[config.mk]
export PLATFORM = sky130hd
export DESIGN_NAME = parking_gate_arbiter
export DESIGN_NICKNAME = d
export VERILOG_FILES = /design/src/rtl/parking_gate_arbiter.sv
export SDC_FILE = /design/constraint.sdc
export NUM_CORES = 1
export LEC_CHECK = 0
export ABC_CLOCK_PERIOD_IN_PS = 3500
export BUFFER_PORTS_ARGS = -buffer_cell sky130_fd_sc_hd__buf_4
export CAP_MARGIN = 25
export CORE_ASPECT_RATIO = 1.2
export CORE_UTILIZATION = 40
export CTS_BUF_LIST = sky130_fd_sc_hd__clkbuf_16
export CTS_CLUSTER_SIZE = 14
export DETAILED_ROUTE_END_ITERATION = 8
export GPL_TIMING_DRIVEN = 1
export SLEW_MARGIN = 15
export SYNTH_ARGS = -nofsm -noshare
export SYNTH_HDL_FRONTEND = slang
export SYNTH_SLANG_ARGS = --single-unit
[constraint.sdc]
create_clock -name clk_2 -period 3.5 [get_ports clk_2]
set_input_delay 0 -clock clk_2 [delete_from_list [all_inputs] [get_ports clk_2]]
set_output_delay 0 -clock clk_2 [all_outputs]
set_load 0.05 [all_outputs]
[src/rtl/parking_gate_arbiter.sv]
// Shared parking barrier arbiter: exit beats entries, entries round-robin; all outputs registered.
// Latency: request -> grant/gate_open in 1 cycle; shortest transaction is 4 cycles; requests are sampled only in IDLE.
module parking_gate_arbiter #(
    parameter int CAPACITY     = 10,
    parameter int OPEN_TIMEOUT = 15
) (
    input  logic       clk_2,
    input  logic       reset,
    input  logic       req_in0,
    input  logic       req_in1,
    input  logic       req_out,
    input  logic       pass,
    output logic [2:0] grant,
    output logic       gate_open,
    output logic [3:0] count,
    output logic       full,
    output logic       timeout_evt
);

    typedef enum logic [1:0] {IDLE, OPEN, PASSING, COMMIT} state_t;

    localparam logic [3:0] CAP  = 4'(CAPACITY);
    localparam logic [7:0] TMAX = 8'(OPEN_TIMEOUT - 1);

    state_t     state, state_nx;
    logic [2:0] grant_nx;
    logic       gate_nx;
    logic [3:0] count_nx;
    logic       tevt_nx;
    logic       ptr, ptr_nx;
    logic [7:0] timer, timer_nx;

    logic elig_out, elig_in0, elig_in1;

    assign elig_out = req_out && (count != 4'd0);
    assign elig_in0 = req_in0 && (count < CAP);
    assign elig_in1 = req_in1 && (count < CAP);

    always_comb begin
        state_nx = state;
        grant_nx = grant;
        gate_nx  = gate_open;
        count_nx = count;
        tevt_nx  = 1'b0;
        ptr_nx   = ptr;
        timer_nx = timer;

        case (state)
            IDLE: begin
                grant_nx = 3'b000;
                gate_nx  = 1'b0;
                if (elig_out)
                    grant_nx = 3'b100;
                else if (elig_in0 && elig_in1)
                    grant_nx = ptr ? 3'b010 : 3'b001;
                else if (elig_in0)
                    grant_nx = 3'b001;
                else if (elig_in1)
                    grant_nx = 3'b010;

                if (grant_nx != 3'b000) begin
                    state_nx = OPEN;
                    gate_nx  = 1'b1;
                    timer_nx = 8'd0;
                end
            end

            OPEN: begin
                // A passage seen on the expiry cycle still counts as a passage.
                if (pass) begin
                    state_nx = PASSING;
                end else if (timer == TMAX) begin
                    state_nx = IDLE;
                    grant_nx = 3'b000;
                    gate_nx  = 1'b0;
                    tevt_nx  = 1'b1;
                end else begin
                    timer_nx = timer + 8'd1;
                end
            end

            PASSING: begin
                if (!pass) begin
                    state_nx = COMMIT;
                    gate_nx  = 1'b0;
                end
            end

            COMMIT: begin
                // Saturating update even though eligibility already bounds count.
                if (grant[2]) begin
                    if (count != 4'd0)
                        count_nx = count - 4'd1;
                end else if (grant[1:0] != 2'b00) begin
                    if (count < CAP)
                        count_nx = count + 4'd1;
                    ptr_nx = ~ptr;
                end
                state_nx = IDLE;
                grant_nx = 3'b000;
                gate_nx  = 1'b0;
            end

            default: begin
                state_nx = IDLE;
                grant_nx = 3'b000;
                gate_nx  = 1'b0;
            end
        endcase
    end

    always_ff @(posedge clk_2) begin
        if (reset) begin
            state       <= IDLE;
            grant       <= 3'b000;
            gate_open   <= 1'b0;
            count       <= 4'd0;
            full        <= 1'b0;
            timeout_evt <= 1'b0;
            ptr         <= 1'b0;
            timer       <= 8'd0;
        end else begin
            state       <= state_nx;
            grant       <= grant_nx;
            gate_open   <= gate_nx;
            count       <= count_nx;
            full        <= (count_nx == CAP);
            timeout_evt <= tevt_nx;
            ptr         <= ptr_nx;
            timer       <= timer_nx;
        end
    end

endmodule

==> results.md, run 1 <==
- Die span in x: 51.7 um
- Min-delay worst type: in2reg
- TNS Setup: 0 ns
- CP Max Fanout: 7
- Post-synthesis mux area share: 0
- Main combinational cell family by area after synthesis: simple AND/OR/NAND/NOR gates
- HPWL after DPL: 1.97 mm
- Outcome: complete, no violations
- Area grow syn2layout: 19.1%
- DR vias: 1028
- Static Leak: 0.000526 uW
- Post-route cell area: 1410 um2
- DRT antenna net count: 0
- Startpoint Class: flip-flop
- RSZ-0062 raised after global routing: no
- CTS buffer count: 3
- Crit. End Element: flip-flop
- Hold_buf cts: 1
- Worst-path clk slew: 0.06 ns
- Cell internal pwr: 440 uW
- Synth warn: 0
- Share of cells above drive strength 1: 0.159
- Post_cts resized: 0
- Asr flop ratio synth: 0
- Post-synthesis adder-cell area fraction: 0.0423
- Max-slew headroom: 0.574
- Worst EP required: 3.70 ns
- Final Hold Violating Endpoints: 0
- Core area: 2810 um2
- Sw frac: 0.265
- Post-CTS Setup Inserts: 0
- # IOs: 16
- Yosys reg bits: 21
- Starting Density: 0.421
- Die Ht: 61.6 um
- Register area share after synthesis: 0.355
- F_max: 506 MHz
- First-pass GRT wire length: 4.33 mm
- Syn_nets: 145
- Switching Power: 159 uW
- Total grt overflow: 0
- Synth Area in Simple Gates: 0.270
- Final Max Tran Viols: 0
- Initial antenna violation count: 0
- Nets: 162
- TritonCTS clock tree: yes
- Diode count: 0
- Post-synth EDFFs: 0
- Mean Syn Cell Area: 8.77 um2
- Cell Rows: 21
- Avg WL per Cell: 14.3 um
- Clock power share: 0.401
- Max cap viols: 0
- Buffers on Ports: 15
- Crit path DAT: 2.17 ns
- Vias in the first global route: 959
- Clk sink count: 21
- Fin Hold WS: 0.00592 ns
- Unique masters post-synth: 47
- Setup CP Type: reg2reg
- Setup Skew: 0.00242 ns
- Tot Pwr: 599 uW
- Synthesized area: 1180 um2
- Initial DRC count: 19
- Routed WL: 2.65 mm
- H-tree lvl count: 1
- Seq pwr share: 0.431
- Clk Latency, worst-skew pair: 0.25 ns
- Clock tree buffer depth: 2
- Largest net degree at the start of global routing: 15
- Tot GR Track Use: 0.185
- Via density per instance: 5.56
- Setup violators final: 0
- Least-Margin Pin Slew: 0.636 ns
- Final min period: 1.97 ns
- Cell count after synthesis: 135
- Post-route DRC: 0
- Power share of the combinational group: 0.167
- Post-route clock period utilization: 0.564
- Post-synthesis xor/xnor area fraction: 0.0592
- Worst VDD drop: 0.202 mV
- Final Wtd Congestion: 0.765
- Die area: 3180 um2
- FILL cells: 298
- Power Dens Cells: 425 nW/um2
- Compound-Gate Fraction of Synth Area: 0.243
- Post-synth top flop: dfxtp_1
- DRT Pass-1 Iters: 4
- Root buffer cell: clkbuf_16
- DP Area: 1320 um2
## cell usage in the layout (no fill, tap or decap), types with 3 or more instances in the layout
cell	instances
nand3_1	3
clkbuf_16	3
buf_4	15
a21oi_1	9
xor2_1	6
nor2_1	12
dfxtp_1	21
nor4_1	3
nand2b_1	5
o21ai_1	6
nand2_1	7
inv_1	6
o21ai_0	4
ha_1	4
nor3_1	5
## routing by layer
metal,vias up,GRT usage,part of all wire
met3,5,0.0346,0.028
met5,-,0,0
li1,525,-,-
met2,17,0.343,0.51
met4,0,0.100,0.021
met1,481,0.198,0.44
## cell usage after synthesis, drive strengths merged, types with 3 or more instances
cell type,n,area share
a21oi,9,0.038
inv,5,0.016
xor2,6,0.044
nand3,3,0.013
nor4,3,0.016
nand2,7,0.022
nand2b,5,0.026
nor2,12,0.038
or2,3,0.018
nor3,5,0.021
o21ai,10,0.042
dfxtp,21,0.36
ha,4,0.042
## critical path, cell delays in order, from the launching register on
cell and delay, ns:
dfxtp_1 0.38, inv_1 0.12, ha_1 0.21, or3b_1 0.44, nand2_1 0.14, o2bb2ai_2 0.09, a2111oi_4 0.36, and3_1 0.19
## worst paths after layout
| kind | startpoint | end | slack [ns] | depth (start not counted) |
|---|---|---|---|---|
| worst max-delay path | count[1]$_SDFF_PP0_ | full$_SDFF_PP0_ | 1.53 | 7 |
| worst min-delay path | req_in1 | grant[1]$_SDFFE_PP0P_ | 0.006 | 2 |
| worst max register to register | count[1]$_SDFF_PP0_ | full$_SDFF_PP0_ | 1.53 | 7 |
| worst min register to register | gate_open$_SDFFE_PP0P_ | gate_open$_SDFFE_PP0P_ | 0.50 | 2 |
## cell type report
type | instances | area [um2] | area share
Sequential cell | 21 | 420 | 0.298
Inverter | 5 | 18.8 | 0.0133
Timing Repair Buffer | 16 | 123 | 0.0870
Tap cell | 34 | 42.5 | 0.0302
Clock inverter | 1 | 3.75 | 0.00266
Clock buffer | 3 | 75.1 | 0.0532
Multi-Input combinational cell | 105 | 727 | 0.516
## registers in the layout, summed over array words and instances, names as in the netlist, named ones only
name,flops
timer,8
count,4
grant,3
full,1
gate_open,1
ptr,1
state,1
timeout_evt,1
## stage by stage
step	util	std cells	worst slack, ns
floorplan	-	135	1.46
global placement	0.470	180	1.64
detailed placement	0.470	180	1.54
CTS	0.502	185	1.51
global route	0.502	185	1.38
finish	0.502	185	1.53
## kinds of logic (layout without fill, tap and decap cells)
group                      Yosys count  after routing
and+or+nand+nor                     56             56
AOI/OAI and AO/OA                   37             37
buffers and inverters                9             25
adders and majority gates            4              4
xor gates and xnor gates             8              8
DFF                                 21             21
## power groups by stage
stage	clock network (uW)	registers (uW)	logic, uW
6_report	240	258	100
5_1_grt	254	260	110
4_1_cts	244	258	101
3_5_place_dp	0	263	99.6
3_3_place_gp	0	263	99.1
2_1_floorplan	0	270	67.6
Power figures use the tool's default switching activity.
==> inputs of run 2 (changes only) <==
--- a/config.mk
+++ b/config.mk
@@ -5,7 +5,7 @@
 export SDC_FILE = /design/constraint.sdc
 export NUM_CORES = 1
 export LEC_CHECK = 0
-export ABC_CLOCK_PERIOD_IN_PS = 3500
+export ABC_CLOCK_PERIOD_IN_PS = 1850
 export BUFFER_PORTS_ARGS = -buffer_cell sky130_fd_sc_hd__buf_4
 export CAP_MARGIN = 25
 export CORE_ASPECT_RATIO = 1.2
==> constraint.sdc (replaced) <==
create_clock -name clk_2 -period 1.85 [get_ports clk_2]
set_input_delay 0 -clock clk_2 [delete_from_list [all_inputs] [get_ports clk_2]]
set_output_delay 0 -clock clk_2 [all_outputs]
set_load 0.05 [all_outputs]
==> run 2 against run 1 <==
Cell count is 6.5% higher. First-iteration DRC count grew 53%. Flip-flop and latch count stayed put. Sequential share of layout area decreased by 2.3 points. Clock power rose by 88%. Combinational power is 130% higher. Total power increased by 94%. Core utilization is 4.9 points higher. Die area is the same. Critical path depth is the same. Global-route usage rose by 0.56 points. Critical path type unchanged.
==> results.md, run 2 (same netlist as run 1, synthesis figures left out) <==
- Static Leak: 0.000589 uW
- Worst EP required: 2.05 ns
- Clock tree buffer depth: 2
- DP Cell Count: 189
- Reg with most FFs: timer
- Vias in the first global route: 1016
- Least-Margin Pin Slew: 0.450 ns
- Outcome: complete, no violations
- Hold_sp: reset
- Final Hold Violating Endpoints: 0
- Worst-path clk slew: 0.06 ns
- # IOs: 16
- DR vias: 1088
- DRT antenna net count: 0
- Final Wtd Congestion: 0.846
- Worst path cell trace: inv_2 > ha_4 > or3b_4 > nand2_2 > o2bb2ai_2 > a2111oi_4 > and3_1
- Commonest non-fill, non-tap cells in the layout: 25 x buf_4, 19 x dfxtp_1, 12 x nor2_1
- Tot GR Track Use: 0.191
- Max-slew headroom: 0.700
- Core area: 2810 um2
- Cell internal pwr: 855 uW
- Avg WL per Cell: 14.2 um
- Die span in x: 51.7 um
- Area grow syn2layout: 30.7%
- Max reg flops: 8
- Biggest regs: timer x8, count x4, grant x3
- Routed WL: 2.80 mm
- Worst VDD drop: 0.641 mV
- Die Ht: 61.6 um
- Dpl ws: -0.0356 ns
- Starting Density: 0.421
- F_max: 562 MHz
- Post-route clock period utilization: 0.963
- Storage element area: 425 um2
- Slowest stage delay, CP: 0.42 ns
- Clock power share: 0.389
- Post-Layout Cell Count: 197
- Final min period: 1.78 ns
- Nets: 174
- Via density per instance: 5.52
- Clk Latency, worst-skew pair: 0.26 ns
- Most common cell after layout, fill and taps aside: buf_4
- Seq pwr share: 0.415
- Setup Skew: 0.00405 ns
- Min-delay worst type: in2reg
- Crit path DAT: 1.98 ns
- Setup ws final: 0.0694 ns
- Startpoint Class: flip-flop
- HPWL after DPL: 2.02 mm
- Final Max Tran Viols: 0
- H-tree lvl count: 1
- DRT Pass-1 Iters: 4
- Post-route DRC: 0
- Setup crit start: count[1]$_SDFF_PP0_
- Power Dens Cells: 751 nW/um2
- Crit. End Element: flip-flop
- Die area: 3180 um2
- Buffers on Ports: 15
- CP max-delay cell: or3b_4
- Clk sink count: 21
- Cell Rows: 21
- FILL cells: 266
- Max cap viols: 0
- CTS buffer count: 3
- Largest net degree at the start of global routing: 15
- Initial antenna violation count: 0
- Diode count: 0
- Share of cells above drive strength 1: 0.270
- TritonCTS clock tree: yes
- First-pass GRT wire length: 4.43 mm
- CP Max Fanout: 4
- Setup violators final: 0
- Root buffer cell: clkbuf_16
- R2R Path Start: count[1]$_SDFF_PP0_
- Initial DRC count: 29
- Fin Hold WS: 0.0522 ns
- Sw frac: 0.264
- Multi-input gate area: 763 um2
- Tot Pwr: 1160 uW
- Setup CP Type: reg2reg
- Switching Power: 307 uW
- Power share of the combinational group: 0.195
- Total grt overflow: 0
- Final core occ: 0.550
## run 2: cell types whose count changed in the layout (fill, tap and decap cells not counted), sizes merged
cell,before,now
dlygate4sd3,1,3
buf,15,25
## run 2: worst paths after layout
| kind | endpoint | slack [ns] | cells past startpoint |
|---|---|---|---|
| worst max-delay path | full$_SDFF_PP0_ | 0.07 | 7 |
| worst min-delay path | grant[2]$_SDFFE_PP0P_ | 0.05 | 2 |
| worst max register to register | full$_SDFF_PP0_ | 0.07 | 7 |
| worst min register to register | grant[1]$_SDFFE_PP0P_ | 0.50 | 1 |
## run 2: cell type report
cell class / instances / area share
Clock buffer: 3 / 0.0485
Clock inverter: 1 / 0.00243
Inverter: 5 / 0.0121
Multi-Input combinational cell: 105 / 0.494
Sequential cell: 21 / 0.275
Tap cell: 34 / 0.0275
Timing Repair Buffer: 28 / 0.141
## run 2: metal layers
layer	GRT usage	vias to the layer above	routed length (um)
li1	-	550	-
met1	0.211	513	1160
met2	0.345	21	1500
met3	0.0395	4	81
met4	0.0965	0	49
met5	0	-	0
## run 2: repair_timing
| item | in CTS | in global routing |
|---|---|---|
| setup endpoints to repair | 3 | 3 |
| pin swaps | 2 | 3 |
| hold buffers | 3 | 0 |
| buffers inserted | 0 | 1 |
| cloned | 0 | 0 |
| endpoints found under the hold margin | 3 | 0 |
| gates resized for setup | 3 | 7 |
## run 2: power by group through the flow
stage / Clock, uW / Sequential (uW) / Combinational [uW]
final: 452 / 483 / 227
after global routing: 482 / 486 / 247
after CTS: 462 / 482 / 221
after detailed placement: 0 / 492 / 210
after global placement: 0 / 491 / 209
after floorplan: 0 / 510 / 128
## run 2: worst max-delay path: cells and delay by family (launching register included)
family	cells	cell delay [ns]
DFF	1	0.34
and+or+nand+nor	3	0.72
AOI/OAI and AO/OA	2	0.45
buffers and inverters	1	0.08
adders and majority gates	1	0.14
## run 2: through the flow
step / setup TNS, ns / area (um2)
3_3_place_gp: 0 / 1390
6_report: 0 / 1550
4_1_cts: 0 / 1510
2_1_floorplan: 0 / 1190
5_1_grt: -0.0118 / 1550
3_5_place_dp: -0.105 / 1390
==> inputs of run 3 (changes only) <==
--- a/config.mk
+++ b/config.mk
@@ -9,7 +9,7 @@
 export BUFFER_PORTS_ARGS = -buffer_cell sky130_fd_sc_hd__buf_4
 export CAP_MARGIN = 25
 export CORE_ASPECT_RATIO = 1.2
-export CORE_UTILIZATION = 40
+export CORE_UTILIZATION = 35
 export CTS_BUF_LIST = sky130_fd_sc_hd__clkbuf_16
 export CTS_CLUSTER_SIZE = 14
 export DETAILED_ROUTE_END_ITERATION = 8
==> run 3 against run 2 <==
Critical path depth decreased by 1. Sequential power barely moved. Final area fell by 2.7%. Die area up 14%. First-iteration DRC count shrank 28%. Non-clock buffer count is 4 lower. Core utilization fell by 7.0 points. Worst setup slack improved by 0.0036 ns. Critical path type unchanged. Largest power group unchanged.
==> results.md, run 3 (same netlist as run 1, synthesis figures left out) <==
- Hold endpoint: grant[1]$_SDFFE_PP0P_
- DR vias: 1090
- Diode count: 0
- Worst-path clk slew: 0.06 ns
- DRT antenna net count: 0
- Starting Density: 0.377
- Die span in x: 55.1 um
- Clock tree buffer depth: 2
- DRT Pass-1 Iters: 4
- Outcome: complete, no violations
- Final Max Tran Viols: 0
- Cell Rows: 22
- Hold_sp: req_in1
- Share of cells above drive strength 1: 0.258
- H-tree lvl count: 1
- Setup Skew: 0.00128 ns
- CTS buffer count: 3
- Final Wtd Congestion: 0.839
- Setup CP Type: reg2reg
- Biggest regs: timer x8, count x4, grant x3
- Post-route DRC: 0
- Min-delay worst type: in2reg
- Total grt overflow: 0
- Crit path max-delay family: compound AO/OA/AOI/OAI gates
- TritonCTS clock tree: yes
- Reg2reg path depth: 6
- Worst EP required: 2.05 ns
- Max-slew headroom: 0.708
- F_max: 563 MHz
- Critical R2R Capture: full$_SDFF_PP0_
- Static Leak: 0.000567 uW
- Final Hold Violating Endpoints: 0
- First-pass GRT wire length: 4.67 mm
- Final min period: 1.78 ns
- Least-Margin Pin Slew: 0.439 ns
- RSZ-0062 raised after global routing: yes
- Largest net degree at the start of global routing: 15
- Area grow syn2layout: 27.2%
- Crit path DAT: 1.98 ns
- Crit. End Element: flip-flop
- Most common cell after layout, fill and taps aside: buf_4
- Power Dens Cells: 775 nW/um2
- Worst VDD drop: 0.396 mV
- Tot Pwr: 1170 uW
- Max reg flops: 8
- CP max-delay cell: a2111oi_4
- CP Buf/Inv Count: 1
- Clk sink count: 21
- Initial DRC count: 21
- CP Max Fanout: 6
- Dpl ws: -0.0357 ns
- Die Ht: 65.7 um
- Core area: 3140 um2
- Initial antenna violation count: 0
- # IOs: 16
- Die area: 3620 um2
- Max cap viols: 0
- Routed WL: 2.77 mm
- Clk Latency, worst-skew pair: 0.26 ns
- Final core occ: 0.480
- HPWL after DPL: 2.10 mm
- Hold depth: 2
- Via density per instance: 5.59
- Buffers on Ports: 15
- Slowest stage delay, CP: 0.36 ns
- Commonest non-fill, non-tap cells in the layout: 23 x buf_4, 19 x dfxtp_1, 12 x nor2_1
- Post-route clock period utilization: 0.961
- Startpoint Class: flip-flop
- Setup violators final: 0
- Reg2Reg Setup Slack: 0.07 ns
- Setup ws final: 0.0730 ns
- Vias in the first global route: 1103
- Root buffer cell: clkbuf_16
- Worst path cell trace: buf_4 > o21a_2 > or2_4 > o2bb2ai_2 > a2111oi_4 > and3_1
- Nets: 170
- Worst path depth: 6
- R2R Path Start: count[1]$_SDFF_PP0_
- Avg WL per Cell: 14.2 um
- Reg with most FFs: timer
- Tot GR Track Use: 0.178
## run 3: changes by cell type in the layout (fill, tap and decap cells not counted), sizes merged
cell / delta
inv: -1
clkinv: +1
dlygate4sd3: -2
buf: -2
## run 3: metal layers
metal  share of wire  global-route usage  wire length, um  vias up
met5               0                   0                0        -
met4           0.017              0.0813               46        0
met3           0.033              0.0278               91        7
li1                -                   -                -      543
met1            0.42               0.193             1180      519
met2            0.53               0.322             1460       21
## run 3: where the power goes
part / internal [uW] / switching [uW] / total, uW
Combinational: 92.2 / 125 / 218
Sequential: 467 / 17.2 / 485
Clock: 291 / 174 / 464
Total: 850 / 316 / 1170
## run 3: worst max-delay path by stage
| stage | startpoint | endpoint | slack, ns |
|---|---|---|---|
| finish | count[1]$_SDFF_PP0_ | full$_SDFF_PP0_ | 0.07 |
| global route | count[1]$_SDFF_PP0_ | timer[0]$_SDFFE_PP0P_ | -0.0009 |
| CTS | count[1]$_SDFF_PP0_ | full$_SDFF_PP0_ | 0.002 |
| detailed placement | count[1]$_SDFF_PP0_ | grant[1]$_SDFFE_PP0P_ | -0.04 |
| global placement | count[1]$_SDFF_PP0_ | grant[1]$_SDFFE_PP0P_ | 0.04 |
| floorplan | count[1]$_SDFF_PP0_ | full$_SDFF_PP0_ | 0.02 |
## run 3: area by class of cell
| class | instances | area [um2] |
|---|---|---|
| multi-input cells | 105 | 753 |
| well taps | 36 | 45.0 |
| fillers | 312 | 1630 |
| repair buffers | 24 | 183 |
| clock inverters | 1 | 5.00 |
| inverters | 5 | 18.8 |
| clock buffers | 3 | 75.1 |
| flip-flops and latches | 21 | 425 |
## run 3: what timing repair did
action                                  in CTS  in global routing
setup buffers                                0                  0
hold endpoints to repair                     1                  0
endpoints found under the setup margin       3                  3
hold buffers                                 1                  0
cloned                                       0                  0
resized for setup                            4                  3
pin swaps                                    1                  0
## run 3: metrics by stage
step / hold slack, ns / instance area [um2] / setup TNS (ns) / cells
floorplan: 0.0575 / 1190 / 0 / 135
global placement: 0.241 / 1390 / 0 / 190
global route: 0.0259 / 1510 / -0.000900 / 195
CTS: 0.0111 / 1490 / 0 / 195
detailed placement: 0.240 / 1390 / -0.0859 / 190
finish: 0.0144 / 1510 / 0 / 195
